### config.mk
export PLATFORM = sky130hd
export DESIGN_NAME = adder_seq_chunked
export DESIGN_NICKNAME = d
export VERILOG_FILES = /design/src/rtl/adder_seq_pkg.sv /design/src/rtl/adder_seq_chunk.sv /design/src/rtl/adder_seq_chunked.sv
export SDC_FILE = /design/constraint.sdc
export NUM_CORES = 1
export LEC_CHECK = 0
export ABC_AREA = 1
export BUFFER_PORTS_ARGS = -buffer_cell sky130_fd_sc_hd__buf_2
export CAP_MARGIN = 20
export CORE_ASPECT_RATIO = 0.6
export CORE_MARGIN = 2
export CORE_UTILIZATION = 52
export CTS_BUF_LIST = sky130_fd_sc_hd__clkbuf_2 sky130_fd_sc_hd__clkbuf_4 sky130_fd_sc_hd__clkbuf_8
export DETAILED_ROUTE_END_ITERATION = 10
export PLACE_DENSITY = 0.85
export SLEW_MARGIN = 25
export SYNTH_ARGS = -nofsm -noshare
export SYNTH_HDL_FRONTEND = slang
export SYNTH_HIERARCHICAL = 1
export SYNTH_SLANG_ARGS = --single-unit
### constraint.sdc
create_clock -name clk -period 2.8 [get_ports clk]
set_input_delay 0.14 -clock clk [delete_from_list [all_inputs] [get_ports clk]]
set_output_delay 0.14 -clock clk [all_outputs]
set_load 0.02 [all_outputs]
### src/rtl/adder_seq_pkg.sv
// Shared types and helpers for the chunked sequential adder.
package adder_seq_pkg;

    typedef enum logic [1:0] {
        IDLE = 2'd0,
        RUN  = 2'd1,
        DONE = 2'd2
    } state_t;

    localparam int DEFAULT_CHUNK = 8;

    // Chunk index counter width; never narrower than one bit.
    function automatic int idx_width(input int nchunk);
        return (nchunk <= 1) ? 1 : $clog2(nchunk);
    endfunction

endpackage

### src/rtl/adder_seq_chunk.sv
// Combinational CHUNK-bit adder slice with carry-in, carry-out and carry into its MSB.
module adder_seq_chunk #(
    parameter int CHUNK = 8
) (
    input  logic [CHUNK-1:0] a,
    input  logic [CHUNK-1:0] b,
    input  logic             cin,
    output logic [CHUNK-1:0] sum,
    output logic             cout,
    output logic             c_msb_in
);

    assign {cout, sum} = {1'b0, a} + {1'b0, b} + {{CHUNK{1'b0}}, cin};
    // Carry into the top bit is recovered from that bit's sum and operands.
    assign c_msb_in = sum[CHUNK-1] ^ a[CHUNK-1] ^ b[CHUNK-1];

endmodule

### src/rtl/adder_seq_chunked.sv
// Multi-cycle wide adder: CHUNK bits per cycle, carry chained through a register.
// Optional signed-overflow output enabled by defining ADDER_SEQ_OVF_EN.
module adder_seq_chunked
    import adder_seq_pkg::*;
#(
    parameter int WIDTH = 32,
    parameter int CHUNK = DEFAULT_CHUNK
) (
    input  logic             clk,
    input  logic             rst_n,
    input  logic             in_valid,
    output logic             in_ready,
    input  logic [WIDTH-1:0] in_a,
    input  logic [WIDTH-1:0] in_b,
    input  logic             in_cin,
    output logic             out_valid,
    input  logic             out_ready,
    output logic [WIDTH-1:0] out_sum,
    output logic             out_cout
`ifdef ADDER_SEQ_OVF_EN
    ,
    output logic             out_ovf
`endif
);

    localparam int NCHUNK = WIDTH / CHUNK;
    localparam int IDX_W  = idx_width(NCHUNK);
    localparam logic [IDX_W-1:0] LAST = IDX_W'(NCHUNK - 1);

    if ((CHUNK < 1) || (NCHUNK < 1) || (WIDTH % CHUNK != 0)) begin : g_bad_cfg
        $error("adder_seq_chunked: WIDTH must be a non-zero multiple of CHUNK");
    end

    state_t           state, state_nxt;
    logic [WIDTH-1:0] a_q, b_q, sum_q;
    logic [IDX_W-1:0] idx;
    logic             carry_q;
    logic             cout_q;
    logic [CHUNK-1:0] a_chunk, b_chunk, c_sum;
    logic             c_cout, c_msb;
    logic             accept;

    assign accept = in_valid && in_ready;

    always_comb begin
        a_chunk = '0;
        b_chunk = '0;
        for (int k = 0; k < NCHUNK; k++) begin
            if (idx == IDX_W'(k)) begin
                a_chunk = a_q[k*CHUNK +: CHUNK];
                b_chunk = b_q[k*CHUNK +: CHUNK];
            end
        end
    end

    adder_seq_chunk #(.CHUNK(CHUNK)) u_chunk (
        .a        (a_chunk),
        .b        (b_chunk),
        .cin      (carry_q),
        .sum      (c_sum),
        .cout     (c_cout),
        .c_msb_in (c_msb)
    );

    always_ff @(posedge clk or negedge rst_n) begin
        if (!rst_n) state <= IDLE;
        else        state <= state_nxt;
    end

    // in_ready is gated by rst_n so it reads 0 for the whole reset assertion.
    always_comb begin
        state_nxt = state;
        in_ready  = 1'b0;
        out_valid = 1'b0;
        case (state)
            IDLE: begin
                in_ready = rst_n;
                if (in_valid && rst_n) state_nxt = RUN;
            end
            RUN: begin
                if (idx == LAST) state_nxt = DONE;
            end
            DONE: begin
                out_valid = 1'b1;
                if (out_ready) state_nxt = IDLE;
            end
            default: state_nxt = IDLE;
        endcase
    end

    always_ff @(posedge clk or negedge rst_n) begin
        if (!rst_n) begin
            a_q     <= '0;
            b_q     <= '0;
            sum_q   <= '0;
            idx     <= '0;
            carry_q <= 1'b0;
            cout_q  <= 1'b0;
        end else begin
            case (state)
                IDLE: begin
                    if (accept) begin
                        a_q     <= in_a;
                        b_q     <= in_b;
                        carry_q <= in_cin;
                        idx     <= '0;
                    end
                end
                RUN: begin
                    for (int k = 0; k < NCHUNK; k++) begin
                        if (idx == IDX_W'(k)) sum_q[k*CHUNK +: CHUNK] <= c_sum;
                    end
                    carry_q <= c_cout;
                    idx     <= idx + 1'b1;
                    if (idx == LAST) cout_q <= c_cout;
                end
                default: ;
            endcase
        end
    end

    assign out_sum  = sum_q;
    assign out_cout = cout_q;

`ifdef ADDER_SEQ_OVF_EN
    logic ovf_q;

    always_ff @(posedge clk or negedge rst_n) begin
        if (!rst_n)                            ovf_q <= 1'b0;
        else if ((state == RUN) && (idx == LAST)) ovf_q <= c_msb ^ c_cout;
    end

    assign out_ovf = ovf_q;
`else
    logic unused_c_msb;
    assign unused_c_msb = c_msb;
`endif

endmodule
==> results of run 1 <==
==> metal layers <==
layer / wire (um) / up-vias
li1: - / 2251
met5: 0 / -
met4: 127 / 0
met3: 731 / 14
met1: 6210 / 2160
met2: 5980 / 114
==> worst max-delay path by stage <==
stage | start | to | slack (ns) | cells after the start
5_1_grt | idx[1]$_DFFE_PN0P_ | out_sum[15]$_DFFE_PN0P_ | 0.0004 | 17
2_1_floorplan | idx[0]$_DFFE_PN0P_ | out_sum[14]$_DFFE_PN0P_ | 0.01 | 16
3_3_place_gp | idx[1]$_DFFE_PN0P_ | out_sum[6]$_DFFE_PN0P_ | 0.05 | 15
6_report | idx[0]$_DFFE_PN0P_ | out_sum[13]$_DFFE_PN0P_ | 0.13 | 14
3_5_place_dp | idx[1]$_DFFE_PN0P_ | out_sum[6]$_DFFE_PN0P_ | -0.02 | 15
4_1_cts | idx[1]$_DFFE_PN0P_ | out_sum[6]$_DFFE_PN0P_ | 0.02 | 15
==> power breakdown <==
part           leakage, nW  switching, mW  internal (mW)
Sequential            1.28          0.440           2.16
Clock                0.144          0.531          0.780
Combinational         2.10           3.24           1.67
==> through the flow <==
stage | std cells | utilization | worst slack [ns]
2_1_floorplan | 620 | - | 0.00990
3_3_place_gp | 832 | 0.610 | 0.0537
3_5_place_dp | 832 | 0.610 | -0.0172
4_1_cts | 887 | 0.684 | 0.0177
5_1_grt | 888 | 0.688 | 0.000373
6_report | 888 | 0.688 | 0.129
==> cell type report <==
cell class | instances | area (um^2)
flip-flops and latches | 102 | 2550
multi-input cells | 445 | 2220
clock buffers | 9 | 124
repair buffers | 160 | 1060
fillers | 772 | 2910
inverters | 35 | 131
well taps | 130 | 163
clock inverters | 7 | 168
==> critical path, cell delays in order (launching register included) <==
cell	delay [ns]
dfrtp_1	0.42
buf_4	0.14
ha_1	0.30
buf_4	0.22
a21oi_1	0.20
nand2_1	0.08
nand2_1	0.07
ha_1	0.26
or2_1	0.26
nand2_1	0.12
nor2_1	0.06
nor2_2	0.12
xnor2_2	0.14
inv_2	0.09
o21ai_1	0.14
==> sequential cells by signal (all words and copies together), names as in the netlist <==
register  count
state         2
out_cout      1
out_sum      32
idx           2
b_q          32
carry_q       1
a_q          32
==> repair_timing <==
item / in CTS / in global routing
hold buffers: 38 / 0
gates resized for setup: 2 / 10
endpoints found under the setup margin: 5 / 22
pin swaps: 0 / 1
endpoints found under the hold margin: 90 / 0
buffers inserted: 1 / 1
==> summary.txt, run 1 <==
Worst setup path
  • Worst r2r src: idx[0]$_DFFE_PN0P_
  • Crit Path Class: register to register
  • R2r setup slk: 0.13 ns
  • Crit path DAT: 2.98 ns
  • Critical R2R Capture: out_sum[13]$_DFFE_PN0P_
  • Required @ worst endpoint: 3.11 ns
  • Startpoint Class: register
  • Crit. End Element: register
  • Reg2reg path depth: 14
  • Crit path max fanout: 10

Min path
  • Min-delay src: in_b[13]
  • Hold WC Path Type: input port to register
  • WHS Path Cells: 3
  • WHS Endpoint: b_q[13]$_DFFE_PN0P_

Pwr
  • Peak supply drop: 0.645 mV
  • Power Total: 8.82 mW
  • Cell area power density: 1370 nW/um^2
  • Lkg Pwr: 3.53 nW

Global route
  • Grt met3 use: 0.0581
  • Met1 GRT Util: 0.362
  • Largest net degree at the start of global routing: 65
  • First-pass GRT wire length: 21.7 mm
  • Total gr overflow: 0
  • Most Used Layer, Global Route: met2
  • Tot GR Track Use: 0.261
  • Met2 Usage GRT: 0.420
  • Antenna violations before repair: 0
  • Vias in the first global route: 4551

Clock network
  • Clk pin slew, worst setup/hold paths: 0.10 ns
  • Clock Latency Late Sink: 0.39 ns
  • CTS buffer count: 9
  • CTS max path bufs: 2
  • Clk root buf: clkbuf_8
  • CTS tree: yes
  • CTS sink count: 102
  • H-tree depth: 3

STA
  • Max-slew violation count: 0
  • Worst-Margin Slew: 0.701 ns
  • RSZ-0062 raised after global routing: no
  • Max Fclk: 374 MHz
  • Min cycle time layout: 2.67 ns
  • Setup TNS: 0 ns
  • Period Utilization, post-route: 0.954
  • Endpoints failing setup: 0
  • Hold WS: 0.00362 ns
  • Worst Skew: 0.0115 ns
  • Slew HR: 0.533
  • Final hold vios: 0

Floorplanning
  • I/O pins: 104
  • Row count: 27
  • Die X: 132 um
  • Height of the die: 80.6 um
  • Die Footprint: 10600 um^2
  • Initial cell density of the core: 0.545
  • Core area: 9320 um^2

Routing
  • WL per Instance: 14.7 um
  • Total Wirelength: 13.0 mm
  • Drt drc: 0
  • Via count: 4539
  • First-pass DRT Iterations: 5
  • DRC marker count from the first detailed-route iteration: 330
  • Via density: 5.11
  • Antenna Nets Post-Route: 0

Placed design
  • Placer's final routability congestion estimate: 0.912
  • IO buf count: 103
  • Placed instance area: 5690 um^2
  • Final HPWL DP: 9.27 mm

Finish
  • Share of layout cells above drive strength 1: 0.239
  • Synth-to-Final Area Change: 26.3%
  • Final #Nets: 835
  • ANT cells: 0
  • Commonest non-fill, non-tap cell in the layout: nand2_1
  • Post-route cell area: 6420 um^2
  • Most frequent cells in the layout: nand2_1 (245), dfrtp_1 (102), buf_2 (102)

Status
  • Status: finished, final reports clean

Yosys
  • Synth Net Count: 702
  • Yosys warning count: 6
  • Post-Synthesis Cell Area: 5080 um^2
  • Cell count after synthesis: 620
  • Synthesized area per cell: 8.20 um^2

Job
  • Maxcap violations: 0
Note: power is estimated with default switching activity, not from simulation.
==> run 2, diff against run 1 <==
--- a/config.mk
+++ b/config.mk
@@ -10,10 +10,10 @@
 export CAP_MARGIN = 20
 export CORE_ASPECT_RATIO = 0.6
 export CORE_MARGIN = 2
-export CORE_UTILIZATION = 52
-export CTS_BUF_LIST = sky130_fd_sc_hd__clkbuf_2 sky130_fd_sc_hd__clkbuf_4 sky130_fd_sc_hd__clkbuf_8
+export CORE_UTILIZATION = 50
+export CTS_BUF_LIST = sky130_fd_sc_hd__clkbuf_16
 export DETAILED_ROUTE_END_ITERATION = 10
-export PLACE_DENSITY = 0.85
+export PLACE_DENSITY = 0.83
 export SLEW_MARGIN = 25
 export SYNTH_ARGS = -nofsm -noshare
 export SYNTH_HDL_FRONTEND = slang
==> run 2 against run 1 <==
Hold slack better by 0.023 ns; first-iteration DRC count is 2.1% higher; largest power group unchanged; maximum frequency hardly changed; via count is 0.86% lower; critical path depth is 2 higher; critical path type unchanged; clock power is 14% lower; setup slack better by 0.0017 ns; highest routed layer unchanged; combinational power is 2% lower; critical endpoint is now carry_q$_DFFE_PN0P_; clock-buffer cell count stayed put; non-clock buffer count is 34 lower; die area is 3.8% higher; sequential power hardly changed; largest cell class unchanged.
==> summary.txt, run 2 (synthesis gave the netlist of run 1 again) <==
Placed design
  • Final HPWL DP: 9.29 mm (+0.28%)
  • Placed instance area: 5680 um^2 (-0.11%)
  • Inst Count DP: 837 (+0.60%)
  • Placer's final routability congestion estimate: 0.903 (-0.93%)
  • IO buf count: 103 (unchanged)

Pwr
  • Peak supply drop: 0.776 mV (+20%)
  • Lkg Pwr: 3.35 nW (-4.9%)
  • Cell area power density: 1420 nW/um^2 (+3.3%)
  • Power Total: 8.57 mW (-2.8%)

STA
  • Worst Skew: 0.00909 ns (-0.00241 ns)
  • Worst-Margin Slew: 0.681 ns (-0.0197 ns)
  • Min cycle time layout: 2.67 ns (-0.00175 ns)
  • Slew HR: 0.546 (+0.0131)
  • Max Fclk: 375 MHz (about the same)
  • Hold WS: 0.0262 ns (+0.0226 ns)
  • Period Utilization, post-route: 0.953 (about the same)
  • Final hold vios: 0 (unchanged)
  • Endpoints failing setup: 0 (unchanged)
  • Max-slew violation count: 0 (unchanged)

Worst setup path
  • Slowest cell on crit path: dfrtp_1
  • CP peak stage delay: 0.42 ns (about the same)
  • Startpoint Class: register
  • Required @ worst endpoint: 3.04 ns (-0.07 ns)
  • Crit. End Element: register
  • Crit path DAT: 2.91 ns (-0.07 ns)
  • Crit path max fanout: 6 (-4)
  • Most frequent CP cell: nand2_1
  • CP Cell Sequence: buf_4 > ha_4 > a21oi_1 > nand2_1 > nand2_1 > nand2_1 > fa_2 > fa_2 > nand3_1 > nand2_2 > nand4_1 > nand3_1 > nand3_1 > nand2_1 > nand2_1 > nand2_1
  • Crit Path Class: register to register

Clock network
  • CTS tree: yes
  • Clock Latency Late Sink: 0.35 ns (-0.04 ns)
  • CTS max path bufs: 2 (unchanged)
  • H-tree depth: 3 (unchanged)
  • CTS sink count: 102 (unchanged)
  • CTS buffer count: 9 (unchanged)
  • Clk root buf: clkbuf_16
  • Clk pin slew, worst setup/hold paths: 0.07 ns (-0.03 ns)

Global route
  • Tot GR Track Use: 0.243 (-0.0180)
  • Total gr overflow: 0 (unchanged)
  • Largest net degree at the start of global routing: 65 (unchanged)
  • Vias in the first global route: 4278 (-6.0%)
  • First-pass GRT wire length: 20.7 mm (-4.8%)
  • Antenna violations before repair: 0 (unchanged)

Floorplanning
  • Core area: 9880 um^2 (+6.0%)
  • Row count: 28 (+3.7%)
  • Die X: 134 um (+1.9%)
  • I/O pins: 104 (unchanged)
  • Die Footprint: 11000 um^2 (+3.8%)
  • Height of the die: 82.1 um (+1.9%)
  • Initial cell density of the core: 0.515 (-0.0307)

Routing
  • DRC marker count from the first detailed-route iteration: 337 (+2.1%)
  • Drt drc: 0 (unchanged)
  • Via count: 4500 (-0.86%)
  • WL per Instance: 15.0 um (+2.3%)
  • First-pass DRT Iterations: 5 (unchanged)
  • Total Wirelength: 12.9 mm (-1.1%)
  • Via density: 5.24 (+2.5%)
  • Antenna Nets Post-Route: 0 (unchanged)

Job
  • Maxcap violations: 0 (unchanged)

Finish
  • Final #Nets: 801 (-4.1%)
  • Final core utilization: 0.611 (-0.0772)
  • ANT cells: 0 (unchanged)
  • Most frequent cells in the layout: nand2_1 (245), buf_2 (102), dfrtp_1 (101)
  • Share of layout cells above drive strength 1: 0.249 (+0.00983)
  • Commonest non-fill, non-tap cell in the layout: nand2_1
  • Synth-to-Final Area Change: 18.8%
  • Post-route cell area: 6040 um^2 (-5.9%)
  • Post-Layout Cell Count: 859 (-3.3%)

Status
  • Status: finished, final reports clean

Min path
  • Hold WC Path Type: input port to register
run 2: power by group:
group	switching, mW	total, mW	internal, mW
Sequential	0.454	2.62	2.16
Clock	0.534	1.13	0.596
Combinational	3.22	4.83	1.60
run 2: critical path: cells and delay by family (launching register included):
kind                     cells  cell delay, ns
AO/OA/AOI/OAI                1            0.16
flip-flops                   1            0.42
adder cells (fa/ha/maj)      3            0.90
buffers and inverters        1            0.16
AND/OR/NAND/NOR             11            0.93
run 2: worst paths after layout:
path / from / end / slack (ns) / cells after the start
setup / recovery: idx[1]$_DFFE_PN0P_ / carry_q$_DFFE_PN0P_ / 0.13 / 16
hold / removal: in_a[21] / a_q[21]$_DFFE_PN0P_ / 0.03 / 3
setup reg to reg: idx[1]$_DFFE_PN0P_ / carry_q$_DFFE_PN0P_ / 0.13 / 16
max in group asynchronous: rst_n / out_sum[1]$_DFFE_PN0P_ / 1.22 / 4
hold reg to reg: b_q[17]$_DFFE_PN0P_ / b_q[17]$_DFFE_PN0P_ / 0.47 / 2
min in group asynchronous: rst_n / out_sum[18]$_DFFE_PN0P_ / 0.49 / 3
run 2: metrics by stage:
step	setup WS, ns	TNS [ns]
after floorplan	0.00990	0
after global placement	0.0988	0
after detailed placement	0.0370	0
after CTS	0.00132	0
after global routing	-0.0430	-0.165
final	0.131	0
run 2: what timing repair did:
item                                    in CTS  in global routing
gates resized for setup                      2                 11
buffers inserted                             0                  4
endpoints found under the setup margin       5                 18
hold buffers                                 2                  0
endpoints found under the hold margin       53                  0
run 2: area by class of cell:
type,count,area (um^2)
clock inverter,7,42.5
timing repair buffer,126,699
fill,877,3840
multi-input combinational,445,2220
inverter,35,131
tap,135,169
clock buffer,9,225
sequential,102,2550
run 2: per-layer routing:
metal / share of wire / global-route usage / vias to the layer above
li1: - / - / 2187
met1: 0.48 / 0.355 / 2148
met2: 0.44 / 0.372 / 151
met3: 0.064 / 0.0543 / 14
met4: 0.011 / 0.0579 / 0
met5: 0 / 0 / -
==> run 3, diff against run 2 <==
--- a/config.mk
+++ b/config.mk
@@ -6,7 +6,7 @@
 export NUM_CORES = 1
 export LEC_CHECK = 0
 export ABC_AREA = 1
-export BUFFER_PORTS_ARGS = -buffer_cell sky130_fd_sc_hd__buf_2
+export BUFFER_PORTS_ARGS = -buffer_cell sky130_fd_sc_hd__buf_4
 export CAP_MARGIN = 20
 export CORE_ASPECT_RATIO = 0.6
 export CORE_MARGIN = 2
@@ -14,6 +14,7 @@
 export CTS_BUF_LIST = sky130_fd_sc_hd__clkbuf_16
 export DETAILED_ROUTE_END_ITERATION = 10
 export PLACE_DENSITY = 0.83
+export RECOVER_POWER = 50
 export SLEW_MARGIN = 25
 export SYNTH_ARGS = -nofsm -noshare
 export SYNTH_HDL_FRONTEND = slang
==> run 3 against run 2 <==
The flow now finishes with violations (max-capacitance violations, max-slew violations); die area unchanged; utilization increased by 1.0 points; power hardly changed; global-route usage rose by 0.066 points; final cell count down 0.70%; via count fell by 0.62%; largest cell class unchanged; critical path type unchanged; highest routed layer unchanged; flip-flop and latch count stayed put; setup slack improved by 0.071 ns; clock skew shrank 0.0037 ns; hold slack got worse by 0.0090 ns; routed wire length decreased by 1.6%; register-to-register slack improved by 0.07 ns.
==> summary.txt, run 3 (synthesis gave the netlist of run 1 again) <==
Placed design
  • IO buf count: 103 (unchanged)
  • Final HPWL DP: 9.02 mm (-2.9%)
  • Placer's final routability congestion estimate: 0.888 (-1.7%)
  • Pre-CTS WS: -0.0223 ns (-0.0593 ns)

STA
  • Period Utilization, post-route: 0.928 (-0.0253)
  • Final hold vios: 0 (unchanged)
  • Min cycle time layout: 2.60 ns (-0.0708 ns)
  • Endpoints failing setup: 0 (unchanged)
  • Worst-Margin Slew: 1.58 ns (+0.899 ns)
  • Worst Skew: 0.00537 ns (-0.00373 ns)
  • Setup WS post-layout: 0.202 ns (+0.0708 ns)
  • Slew HR: -0.0536 (-0.599)
  • Max-slew violation count: 73 (+73)
  • Max Fclk: 385 MHz (+2.7%)
  • RSZ-0062 raised after global routing: no

Clock network
  • # Post-CTS Setup Buffers: 0 (unchanged)
  • Clk pin slew, worst setup/hold paths: 0.07 ns (about the same)
  • CTS buffer count: 9 (unchanged)
  • H-tree depth: 3 (unchanged)
  • Clock Latency Late Sink: 0.35 ns (about the same)
  • Clk root buf: clkbuf_16
  • CTS max path bufs: 2 (unchanged)
  • CTS sink count: 102 (unchanged)
  • CTS tree: yes

Finish
  • Sequential cell area: 2550 um^2 (about the same)
  • Share of layout cells above drive strength 1: 0.199 (-0.0495)
  • Final #Nets: 795 (-0.75%)
  • Multi-input gate area: 2220 um^2 (+0.11%)
  • Fillers: 898 (+2.4%)
  • Commonest non-fill, non-tap cell in the layout: nand2_1
  • Most frequent cells in the layout: nand2_1 (245), dfrtp_1 (100), nand3_1 (89)
  • Synth-to-Final Area Change: 20.8%
  • ANT cells: 0 (unchanged)

Worst setup path
  • R2r setup slk: 0.20 ns (+0.07 ns)
  • Crit Path Class: register to register
  • Startpoint Class: register
  • Crit. End Element: register
  • Crit path max fanout: 14 (+8)
  • Required @ worst endpoint: 3.07 ns (+0.03 ns)
  • Crit path DAT: 2.87 ns (-0.04 ns)

Floorplanning
  • Initial cell density of the core: 0.515 (unchanged)
  • Die X: 134 um (unchanged)
  • Height of the die: 82.1 um (unchanged)
  • Row count: 28 (unchanged)
  • Core area: 9880 um^2 (unchanged)
  • Die Footprint: 11000 um^2 (unchanged)
  • I/O pins: 104 (unchanged)

Pwr
  • Power Total: 8.57 mW (about the same)
  • Cell area power density: 1400 nW/um^2 (-1.7%)
  • Peak supply drop: 0.600 mV (-23%)
  • Lkg Pwr: 3.27 nW (-2.5%)

Global route
  • Total gr overflow: 0 (unchanged)
  • Largest net degree at the start of global routing: 73 (+12%)
  • Vias in the first global route: 4320 (+0.98%)
  • Tot GR Track Use: 0.244 (+0.000657)
  • First-pass GRT wire length: 20.9 mm (+0.90%)
  • Antenna violations before repair: 0 (unchanged)

Routing
  • Total Wirelength: 12.7 mm (-1.6%)
  • WL per Instance: 14.9 um (-0.92%)
  • Drt drc: 0 (unchanged)
  • DRC marker count from the first detailed-route iteration: 407 (+21%)
  • Via count: 4472 (-0.62%)
  • Antenna Nets Post-Route: 0 (unchanged)
  • Via density: 5.24 (about the same)
  • First-pass DRT Iterations: 5 (unchanged)

Job
  • Maxcap violations: 1 (+1)

Min path
  • Hold WC Path Type: input port to register

Status
  • Failing checks: max-capacitance violations, max-slew violations
  • Status: finished, violations left
run 3: cell types whose count changed in the layout (fill, tap and decap cells not counted), sizes merged:
| cell | previous run | this run |
|---|---|---|
| clkinvlp | 0 | 2 |
| buf | 124 | 83 |
| bufinv | 0 | 1 |
| clkbuf | 9 | 44 |
| clkinv | 7 | 4 |
run 3: path summary, 6_finish.rpt:
check | start | to | cells past startpoint
worst max-delay path | idx[0]$_DFFE_PN0P_ | out_sum[13]$_DFFE_PN0P_ | 15
worst min-delay path | in_a[6] | a_q[6]$_DFFE_PN0P_ | 3
worst max register to register | idx[0]$_DFFE_PN0P_ | out_sum[13]$_DFFE_PN0P_ | 15
worst min register to register | out_cout$_DFFE_PN0P_ | out_cout$_DFFE_PN0P_ | 2
max in group asynchronous | rst_n | idx[1]$_DFFE_PN0P_ | 3
min in group asynchronous | rst_n | out_sum[9]$_DFFE_PN0P_ | 2
run 3: critical path, stage by stage, from the launching register on:
cell and delay, ns:
dfrtp_2 0.45, inv_2 0.11, ha_2 0.22, buf_4 0.22, nand3_1 0.11, nand2_1 0.08
nand2_1 0.05, nand2_1 0.06, ha_1 0.26, or2_1 0.25, nand2_1 0.13, nor2_1 0.07
nor2_2 0.11, xnor2_1 0.14, inv_1 0.12, o21ai_1 0.15
run 3: repair_timing:
action	in CTS	in global routing
setup endpoints to repair	5	18
pin swaps	0	1
endpoints found under the hold margin	31	0
hold buffers	2	0
resized for setup	2	12
run 3: final cells by class:
type	count	area share
Clock buffer	9	0.0367
Clock inverter	7	0.0106
Inverter	35	0.0214
Multi-Input combinational cell	445	0.361
Sequential cell	102	0.416
Tap cell	135	0.0275
Timing Repair Buffer	120	0.126
run 3: metal layers:
metal / wire length (um) / up-vias / GRT usage
met5: 0 / - / 0
met4: 182 / 0 / 0.0705
met3: 890 / 18 / 0.0562
met2: 5620 / 156 / 0.374
met1: 6010 / 2126 / 0.350
li1: - / 2172 / -
run 3: per-stage QoR:
| stage | utilization | instances | area [um^2] | hold WS [ns] | setup TNS [ns] |
|---|---|---|---|---|---|
| 6_report | 0.622 | 853 | 6140 | 0.0172 | 0 |
| 5_1_grt | 0.622 | 853 | 6140 | 0.0239 | 0 |
| 4_1_cts | 0.631 | 853 | 6240 | 0.0105 | 0 |
| 3_5_place_dp | 0.600 | 835 | 5920 | 0.0994 | -0.0489 |
| 3_3_place_gp | 0.600 | 835 | 5920 | 0.0960 | 0 |
| 2_1_floorplan | - | 620 | 5090 | -0.156 | 0 |
run 3: where the power goes:
group	total (mW)	switching, mW	internal [mW]
Combinational	4.73	3.19	1.54
Clock	1.23	0.543	0.686
Sequential	2.62	0.453	2.17
Total	8.57	4.18	4.39
